**src/rtl/pc_pkg.sv**
```systemverilog
// rtl/pc_pkg.sv - shared types and default constants for the program counter unit
//
// Purpose : next-PC select encoding and default WIDTH / RAS_DEPTH values,
//           imported by pc_unit and pc_ras.
// Ports   : none (package).
package pc_pkg;

   typedef enum logic [1:0] {
      PC_INC  = 2'b00,
      PC_ADDR = 2'b01,
      PC_BUS  = 2'b10,
      PC_POP  = 2'b11
   } pcmux_t;

   localparam int DEF_WIDTH     = 16;
   localparam int DEF_RAS_DEPTH = 4;

endpackage

```
**src/rtl/pc_ras.sv**
```systemverilog
// rtl/pc_ras.sv - circular return-address stack with sticky overflow/underflow flags
//
// Purpose : top pointer plus count over a circular buffer. A push when full
//           overwrites the oldest entry; a pop when empty leaves the stack alone.
//           Push and pop together replace the top (or push only when empty).
// Ports   : clk, rst        - clock, asynchronous active-high reset
//           push_en, pop_en - qualified push / pop requests (already gated by PC load)
//           push_data       - return address to push
//           flag_clr        - synchronous clear of ovf/unf (set wins)
//           top             - current top-of-stack entry
//           count           - valid entries
//           ovf, unf        - sticky overflow / underflow flags
module pc_ras
   import pc_pkg::*;
#(
   parameter int WIDTH     = DEF_WIDTH,
   parameter int RAS_DEPTH = DEF_RAS_DEPTH
)(
   input  logic                               clk,
   input  logic                               rst,
   input  logic                               push_en,
   input  logic                               pop_en,
   input  logic                               flag_clr,
   input  logic [WIDTH-1:0]                   push_data,
   output logic [WIDTH-1:0]                   top,
   output logic [$clog2(RAS_DEPTH+1)-1:0]     count,
   output logic                               ovf,
   output logic                               unf
);

   localparam int PW = $clog2(RAS_DEPTH);
   localparam int CW = $clog2(RAS_DEPTH+1);

   logic [WIDTH-1:0] mem [RAS_DEPTH];
   logic [PW-1:0]    top_ptr, ptr_up, ptr_dn, ptr_nx, mem_wa;
   logic [CW-1:0]    cnt_nx;
   logic             empty, full, mem_we, ovf_set, unf_set;

   // Explicit wrap so non-power-of-two depths stay circular.
   assign ptr_up = (top_ptr == PW'(RAS_DEPTH-1)) ? '0 : top_ptr + PW'(1);
   assign ptr_dn = (top_ptr == '0) ? PW'(RAS_DEPTH-1) : top_ptr - PW'(1);
   assign empty  = (count == '0);
   assign full   = (count == CW'(RAS_DEPTH));
   assign top    = mem[top_ptr];

   always_comb begin
      mem_we  = 1'b0;
      mem_wa  = ptr_up;
      ptr_nx  = top_ptr;
      cnt_nx  = count;
      ovf_set = 1'b0;
      unf_set = 1'b0;
      if (push_en && pop_en && !empty) begin
         // Return through the old top and call again: replace in place.
         mem_we = 1'b0 | 1'b1;
         mem_wa = top_ptr;
      end else if (push_en) begin
         // When full the slot above top is the oldest entry, so writing it overwrites.
         mem_we = 1'b1;
         ptr_nx = ptr_up;
         if (full) ovf_set = 1'b1;
         else      cnt_nx  = count + CW'(1);
         if (pop_en) unf_set = 1'b1;
      end else if (pop_en) begin
         if (empty) begin
            unf_set = 1'b1;
         end else begin
            ptr_nx = ptr_dn;
            cnt_nx = count - CW'(1);
         end
      end
   end

   always_ff @(posedge clk or posedge rst) begin
      if (rst) begin
         top_ptr <= '0;
         count   <= '0;
         ovf     <= 1'b0;
         unf     <= 1'b0;
      end else begin
         top_ptr <= ptr_nx;
         count   <= cnt_nx;
         ovf     <= ovf_set | (ovf & ~flag_clr);
         unf     <= unf_set | (unf & ~flag_clr);
      end
   end

   // Storage is not reset; count alone defines validity. Gating on rst drops
   // a push caught by a reset held across the edge.
   always_ff @(posedge clk) begin
      if (mem_we && !rst) mem[mem_wa] <= push_data;
   end

endmodule

```
**src/rtl/pc_unit.sv**
```systemverilog
// rtl/pc_unit.sv - program counter with optional return-address stack
//
// Purpose : registered PC with next-PC select (increment / address adder / bus /
//           stack pop). The return-address stack is compiled in only when the
//           macro PC_UNIT_RAS_EN is defined; otherwise select 11 holds PC.
// Ports   : Clk, Reset     - clock, asynchronous active-high reset
//           LD_PC          - PC load enable (also qualifies push/pop)
//           PCMUX_sig      - next-PC select
//           AddrAdder_out  - address-adder result
//           Bus_out        - datapath bus value
//           push           - call: push PC+1
//           flag_clr       - clear sticky stack flags
//           PC, PC_next    - registered PC, value loaded on next enabled edge
//           ras_count      - valid stack entries
//           ras_ovf/unf    - sticky overflow / underflow flags
module pc_unit
   import pc_pkg::*;
#(
   parameter int          WIDTH     = DEF_WIDTH,
   parameter int          RAS_DEPTH = DEF_RAS_DEPTH,
   parameter int unsigned RESET_VEC = 0
)(
   input  logic                           Clk,
   input  logic                           Reset,
   input  logic                           LD_PC,
   input  logic [1:0]                     PCMUX_sig,
   input  logic [WIDTH-1:0]               AddrAdder_out,
   input  logic [WIDTH-1:0]               Bus_out,
   input  logic                           push,
   input  logic                           flag_clr,
   output logic [WIDTH-1:0]               PC,
   output logic [WIDTH-1:0]               PC_next,
   output logic [$clog2(RAS_DEPTH+1)-1:0] ras_count,
   output logic                           ras_ovf,
   output logic                           ras_unf
);

   pcmux_t           sel;
   logic [WIDTH-1:0] pc_inc;
   logic [WIDTH-1:0] pop_val;

   assign sel    = pcmux_t'(PCMUX_sig);
   assign pc_inc = PC + WIDTH'(1);   // carry discarded: wraps to zero

`ifdef PC_UNIT_RAS_EN
   logic [WIDTH-1:0] ras_top;
   logic             pop_req;

   assign pop_req = LD_PC && (sel == PC_POP);
   // An empty-stack pop falls through to sequential execution.
   assign pop_val = (ras_count != '0) ? ras_top : pc_inc;

   pc_ras #(
      .WIDTH     (WIDTH),
      .RAS_DEPTH (RAS_DEPTH)
   ) u_ras (
      .clk       (Clk),
      .rst       (Reset),
      .push_en   (LD_PC & push),
      .pop_en    (pop_req),
      .flag_clr  (flag_clr),
      .push_data (pc_inc),
      .top       (ras_top),
      .count     (ras_count),
      .ovf       (ras_ovf),
      .unf       (ras_unf)
   );
`else
   logic unused_ras_inputs;

   assign unused_ras_inputs = ^{push, flag_clr};
   assign pop_val   = PC;
   assign ras_count = '0;
   assign ras_ovf   = 1'b0;
   assign ras_unf   = 1'b0;
`endif

   always_comb begin
      PC_next = pc_inc;
      case (sel)
         PC_INC:  PC_next = pc_inc;
         PC_ADDR: PC_next = AddrAdder_out;
         PC_BUS:  PC_next = Bus_out;
         PC_POP:  PC_next = pop_val;
         default: PC_next = pc_inc;
      endcase
   end

   always_ff @(posedge Clk or posedge Reset) begin
      if (Reset)      PC <= WIDTH'(RESET_VEC);
      else if (LD_PC) PC <= PC_next;
   end

endmodule

```
**config.mk**
```make
export PLATFORM = sky130hd
export DESIGN_NAME = pc_unit
export DESIGN_NICKNAME = d
export VERILOG_FILES = /design/src/rtl/pc_pkg.sv /design/src/rtl/pc_ras.sv /design/src/rtl/pc_unit.sv
export SDC_FILE = /design/constraint.sdc
export NUM_CORES = 1
export LEC_CHECK = 0
export CORE_MARGIN = 3
export CORE_UTILIZATION = 35
export DETAILED_ROUTE_END_ITERATION = 8
export PLACE_DENSITY = 0.74
export SYNTH_ARGS = -nofsm -noshare
export SYNTH_HDL_FRONTEND = slang
export SYNTH_SLANG_ARGS = --single-unit
```
**constraint.sdc**
```tcl
create_clock -name Clk -period 2.9 [get_ports Clk]
set_input_delay 0.58 -clock Clk [delete_from_list [all_inputs] [get_ports Clk]]
set_output_delay 0.58 -clock Clk [all_outputs]
set_load 0.01 [all_outputs]
```
Yosys cells after proc, flatten, opt, wreduce, memory -nomap -nowiden:

Cells that the tools add are included.
Widths: inputs -> output; s select.

* add/sub/neg operators: 1
* $mul: 0
* div/mod/pow operators: 0
* order comparisons: 0
* equal/unequal tests: 3
* shifts and indexed selects: 0
* muxes and demuxes: 1
* bitwise operators: 0
* reduce and logical (&&, ||, !) cells: 1

Operator list (count)
* $pmux 16 s4: 1
* $add 16x1->16 const B: 1
* $eq 2x2->1 const B: 2
* $eq 2x1->1 const B: 1
* $logic_not 2->1: 1

* register bits after elaboration: 16
* latch bits: 0
* memory bits (writable): 0
* bits in read-only memories: 0
* output and inout bits: 37
* memories: 0

Logic depth before layout (Yosys ltp):

Gate-level depths: netlist of the first run.

* depth in word-level cells: 2
* gate-level depth with buffers: 6
* depth with buffers taken out: 5

Least setup slack after synthesis of the first run:

Ideal clock, no wire load.

* path type: register to output
* start: register PC[0]
* end: output PC_next[14]
* data arrival time: 1.837 ns
* data required time: 2.320 ns
* slack: 0.483 ns
* stages on the path, launching flop included: 6
* buffers on the path: 0
* cells stage by stage: dfrtp_1 -> ha_1 -> nand3_4 -> nor4_2 -> xor2_1 -> mux4_2

* cells in the longest elaborated chain, start to end: 2

Ends and longest elaborated chain
* start: declaration: line pc_unit.sv:31 `output logic [WIDTH-1:0] PC,`
* start signal: assignment: line pc_unit.sv:90 `if (Reset) PC <= WIDTH'(RESET_VEC);`
* start signal: assignment: line pc_unit.sv:91 `else if (LD_PC) PC <= PC_next;`
* $add 16x1->16: line pc_unit.sv:43 `assign pc_inc = PC + WIDTH'(1);`
* $pmux 16 s4: line pc_unit.sv:80 `case (sel)`
* end: declaration: line pc_unit.sv:32 `output logic [WIDTH-1:0] PC_next,`

No other way between the ends.

Worst setup path after layout of the first run:

* start: register PC[0]
* end: output PC_next[4]

The elaborated chain is that of the path after synthesis.

==> results of run 1 <==
[metal layers]
layer	vias to the layer above	GRT usage (%)	wire (um)
li1	928	-	-
met1	911	27.9	2360
met2	68	33.5	2660
met3	7	2.37	304
met4	0	5.83	69
met5	-	0	0
[report_power, final]
part | leakage, nW | internal (W) | switching, W
clock network | 0.0288 | 0.000121 | 0.0000875
logic | 0.948 | 0.000405 | 0.000313
registers | 0.179 | 0.000272 | 0.0000612
total | 1.16 | 0.000798 | 0.000462
[logic make-up after synthesis]
family / after synthesis / share of synthesized area [%]
AO/OA/AOI/OAI: 68 / 28.0
AND/OR/NAND/NOR: 59 / 22.0
buffers and inverters: 28 / 8.38
multiplexers: 16 / 12.8
flip-flops: 16 / 23.7
XOR/XNOR: 8 / 4.15
adder cells (fa/ha/maj): 1 / 0.742
other: 1 / 0.222
[stage by stage]
step	TNS [ps]	total power, W	utilization (%)	setup WS [ps]
after global placement	-1040	0.00102	58.3	-170
after global routing	0	0.00134	61.7	32.7
final	0	0.00126	61.7	94.8
after floorplan	0	0.000669	-	483
after CTS	0	0.00125	60.7	35.1
after detailed placement	-1200	0.00103	58.3	-213
[cells in the final DEF, fill, tap and decap left out, drive strengths merged, types with 3 or more instances in the layout]
cell,netlist,layout
mux4,4,4
xor2,4,4
a22oi,4,4
clkdlybuf4s50,0,60
nor4,5,5
a211oi,3,3
nor3,5,5
mux2,5,5
dlymetal6s2s,0,3
a21oi,9,9
and2,3,3
conb,1,5
dfrtp,16,16
o21ai,18,18
mux2i,7,7
clkbuf,8,4
a22o,4,4
xnor2,4,4
buf,14,42
a31oi,3,3
a221oi,3,3
inv,6,6
nor2,13,13
dlygate4sd2,0,5
nand3,4,4
o2bb2ai,6,6
nand2,10,10
nor2b,6,6
nand4,5,5
a31o,3,3
[final timing paths]
kind                            start    endpoint  cells past startpoint
worst max-delay path            PC[0]  PC_next[4]                      6
worst min-delay path            PC[2]       PC[2]                      1
worst max register to register  PC[0]       PC[4]                      6
worst min register to register  PC[2]       PC[2]                      1
max in group asynchronous       Reset      PC[12]                      2
min in group asynchronous       Reset       PC[4]                      2
[layout make-up]
class	count	area share [%]
multi-input cells	157	42.6
well taps	52	2.34
flip-flops and latches	16	14.6
repair buffers	111	37.6
clock buffers	4	1.98
inverters	6	0.810
[repair_timing]
action                                 4_1_cts  5_1_grt
endpoints found under the hold margin        0        0
resized for setup                           11        8
setup buffers                                1        3
pin swaps                                    1        1
gates cloned                                 1        0
setup endpoints to repair                   16        7
==> run_results.csv, run 1 <==
group,metric,value,unit
place,numPortBuffers,68,
finish,stdcell_count,346,
die,die-area,5690,um2
clock_network,cts_tree,"yes",
finish,finalNetCount,335,
drt,post_drt_wl_per_cell,15.6,um
synth,yosys.area.top_type_share,23.7,%
finish,n_fill_cell,396,
clock_network,cts.sinks,16,
synth,ys_seq_area_share,23.7,%
place,gp_congestion,0.880,
critical_path,crit_path_max_incr_delay,500,ps
finish,top_regs,"PC x16",
power_and_ir_drop,ir_worst_vdd,321,uV
sta,period_share,96.7,%
sta,fin_skew,1.63,ps
critical_path,path_cells,"ha_2 -> nand3_4 -> buf_4 -> xnor2_1 -> mux4_2 -> clkdlybuf4s50_1",
drt,routed_wl,5.39,mm
synth,ys.flop_type,"dfrtp_1",
synth,synth.area.top_cells,"dfrtp_1 (24%), mux4_2 (5.3%), mux2i_1 (4.2%)",
clock_network,path_clk_slew,70,ps
sta,hold_slack,651,ps
finish,largest_reg_flops,16,
drt,drt_iter0_drc,167,
finish,seqCellArea,407,um2
clock_network,root_buffer,"clkbuf_8",
finish,design_area,2780,um2
synth,synth_cells,197,
critical_path,crit_required,2320,ps
place,hpwl,4.07,mm
die,core-area,4500,um2
synth,synth_cell_types,55,
critical_path,critPathLaunchType,"flip-flop",
die,die_h,75.4,um
critical_path,cp.arrival,2230,ps
finish,n_antenna_cell,0,
sta,rsz0062_at_grt,"false",
sta,final_period_minus_worst_setup_slack,2810,ps
clock_network,cts_buffers,3,
global_route,grt_antenna_before_repair,0,
drt,ant_nets,0,
die,die_w,75.4,um
critical_path,regToRegSetupSlack,1040,ps
critical_path,cp_slowest_cell,"clkdlybuf4s50_1",
sta,setup_viol,0,
finish,regMostFlops,"PC",
global_route,grt_pass1_wl,8.83,mm
global_route,grt_pass1_vias,1865,
synth,synth-edff-count,0,
sta,max_freq,356,MHz
drt,drc,0,
global_route,grt-ovfl-total,0,
finish,area_delta_synth_final,64.8,%
critical_path,cpLargestDelayFamily,"buffers and inverters",
synth,synth_warnings,0,
synth,avgSynthCellArea,8.56,um2
die,start_util,37.4,%
critical_path,end_kind,"output pin",
clock_network,hold_buffers,0,
drt,drtPass1Iterations,4,
power_and_ir_drop,p_leak,1.16,nW
place,placed_area,2630,um2
sta,hold_viol,0,
global_route,grt_max_degree,17,
outcome,status,"completed",
drt,routed_via_density,5.53,
synth,synth_top_cell_by_area,"dfrtp_1",
synth,synth_area,1690,um2
run,drv_cap,0,
synth,synth_common_cells,"dfrtp_1 (16), nor2_1 (13), o21ai_0 (12)",
clock_network,cts_buffer_depth,2,
synth,ys_ff_latch,16,
place,dp.cells,337,
critical_path,cp.buffers_inverters,2,
critical_path,worst-setup-path-type,"flip-flop to output pin",
worst_hold_path,hold_path_class,"flip-flop to flip-flop",
die,placementRows,24,
die,ios,76,
sta,slew-limit-headroom,57.6,%
clock_network,clk_latency,260,ps
finish,drive_gt1_share,24.8,%
critical_path,worstPathMaxFanout,7,
drt,via_count,1914,
clock_network,h-tree-depth,1,
global_route,gr-usage-all-layers,20.2,%
synth,synth.most_common_cell,"dfrtp_1",
sta,slew_violations,0,
finish,multi_input_area,1180,um2
sta,worst_pin_slew,635,ps
power_and_ir_drop,power_density,453,nW/um2
synth,synth_async_sr_flop_share,100,%
Power figures use the tool's default switching activity.
==> run 2, diff against run 1 <==
- CORE_MARGIN: 3 -> not set
- CTS_CLUSTER_SIZE: not set -> 12
==> run 2 against run 1 <==
Core utilization is 0.44 points lower. First-iteration DRC count is 9.6% lower. Die area is 10% lower. Design area is 0.72% lower. Critical path type unchanged. Critical endpoint is now PC_next[14].
==> run_results.csv, run 2 (synthesized netlist as in run 1, its figures left out) <==
group,metric,value,unit
outcome,status,"completed",
global_route,grt_pass1_wl,8.46,mm
place,numPortBuffers,68,
place,hpwl,3.98,mm
clock_network,root_buffer,"clkbuf_8",
critical_path,critPathLaunchType,"flip-flop",
critical_path,worst-setup-path-type,"flip-flop to output pin",
drt,drt_iter0_drc,151,
drt,post_drt_wl_per_cell,14.7,um
finish,top_regs,"PC x16",
global_route,grt_max_degree,17,
sta,final_period_minus_worst_setup_slack,2770,ps
die,die-area,5100,um2
drt,via_count,1916,
finish,multi_input_area,1190,um2
clock_network,path_clk_slew,60,ps
finish,seqCellArea,407,um2
sta,max_freq,361,MHz
die,placementRows,24,
finish,n_fill_cell,411,
critical_path,cp_slowest_cell,"clkdlybuf4s50_1",
finish,final_util,61.3,%
finish,drive_gt1_share,24.8,%
critical_path,end_kind,"output pin",
clock_network,clk_latency,250,ps
die,die_h,71.4,um
clock_network,cts_buffer_depth,2,
critical_path,crit_required,2320,ps
critical_path,crit_path_max_incr_delay,490,ps
critical_path,cp.arrival,2190,ps
sta,hold_viol,0,
critical_path,path_cells,"nand4_2 -> nor4_4 -> xor2_1 -> mux4_2 -> clkdlybuf4s50_1",
sta,fin_skew,1.43,ps
drt,routed_wl,5.08,mm
critical_path,cpLargestDelayFamily,"buffers and inverters",
sta,period_share,95.6,%
clock_network,hold_buffers,0,
global_route,grt-ovfl-total,0,
finish,layout_common_cells,"clkdlybuf4s50_1 (63), buf_4 (40), nor2_1 (12), o21ai_0 (12), dfrtp_1 (11)",
power_and_ir_drop,ir_worst_vdd,218,uV
finish,finalNetCount,336,
sta,slew_violations,0,
sta,worst_pin_slew,655,ps
drt,routed_via_density,5.54,
sta,slew-limit-headroom,56.3,%
finish,regMostFlops,"PC",
finish,largest_reg_flops,16,
finish,n_antenna_cell,0,
die,die_w,71.4,um
drt,ant_nets,0,
die,ios,76,
clock_network,cts_buffers,3,
drt,drtPass1Iterations,4,
clock_network,h-tree-depth,1,
run,drv_cap,0,
place,gp_congestion,0.837,
critical_path,cp.buffers_inverters,1,
die,start_util,37.4,%
global_route,grt_antenna_before_repair,0,
finish,mostFrequentLayoutCell,"clkdlybuf4s50_1",
place,placed_area,2610,um2
power_and_ir_drop,p_leak,1.15,nW
power_and_ir_drop,finalPower,0.00122,W
finish,design_area,2760,um2
die,core-area,4500,um2
drt,drc,0,
global_route,gr-usage-all-layers,20.9,%
power_and_ir_drop,power_density,442,nW/um2
global_route,grt_pass1_vias,1806,
sta,hold_slack,615,ps
clock_network,cts.sinks,16,
clock_network,cts_tree,"yes",
sta,setup_viol,0,
critical_path,worstPathMaxFanout,6,
worst_hold_path,hold_path_class,"flip-flop to flip-flop",
finish,area_delta_synth_final,63.6,%
sta,rsz0062_at_grt,"false",
run 2: layout make-up:
| type | count | area share, % |
|---|---|---|
| Sequential cell | 16 | 14.7 |
| Clock buffer | 3 | 1.50 |
| Multi-Input combinational cell | 157 | 43.2 |
| Inverter | 6 | 0.816 |
| Tap cell | 52 | 2.36 |
| Timing Repair Buffer | 112 | 37.4 |
run 2: path summary, 6_finish.rpt:
path                                to  slack [ps]  cells after the start    from
setup / recovery           PC_next[14]         130                      5   PC[7]
hold / removal                  PC[11]         610                      1  PC[11]
setup reg to reg                 PC[4]        1090                      6   PC[0]
hold reg to reg                 PC[11]         610                      1  PC[11]
max in group asynchronous       PC[12]        1720                      2   Reset
min in group asynchronous        PC[4]         720                      2   Reset
run 2: where the power goes:
group	total (W)	switching [W]	internal, W
clock network	0.000174	0.0000820	0.0000924
registers	0.000333	0.0000610	0.000272
logic	0.000713	0.000309	0.000403
total	0.00122	0.000452	0.000768
run 2: per-stage QoR:
step	setup WS, ps	TNS [ps]	cells
after floorplan	483	0	201
after global placement	-212	-2090	336
final	127	0	346
after CTS	2.12	0	343
after global routing	12.7	0	346
after detailed placement	-229	-2460	336
run 2: repair_timing:
item / CTS / global route
setup endpoints to repair: 16 / 9
pin swaps: 0 / 1
resized for setup: 9 / 13
setup buffers: 4 / 3
run 2: routing by layer:
metal / global-route usage (%) / share of wire, % / vias up
met1: 28.0 / 45 / 902
met5: 0 / 0 / -
li1: - / - / 933
met4: 6.89 / 1.5 / 0
met2: 34.8 / 48 / 72
met3: 2.81 / 5.7 / 9
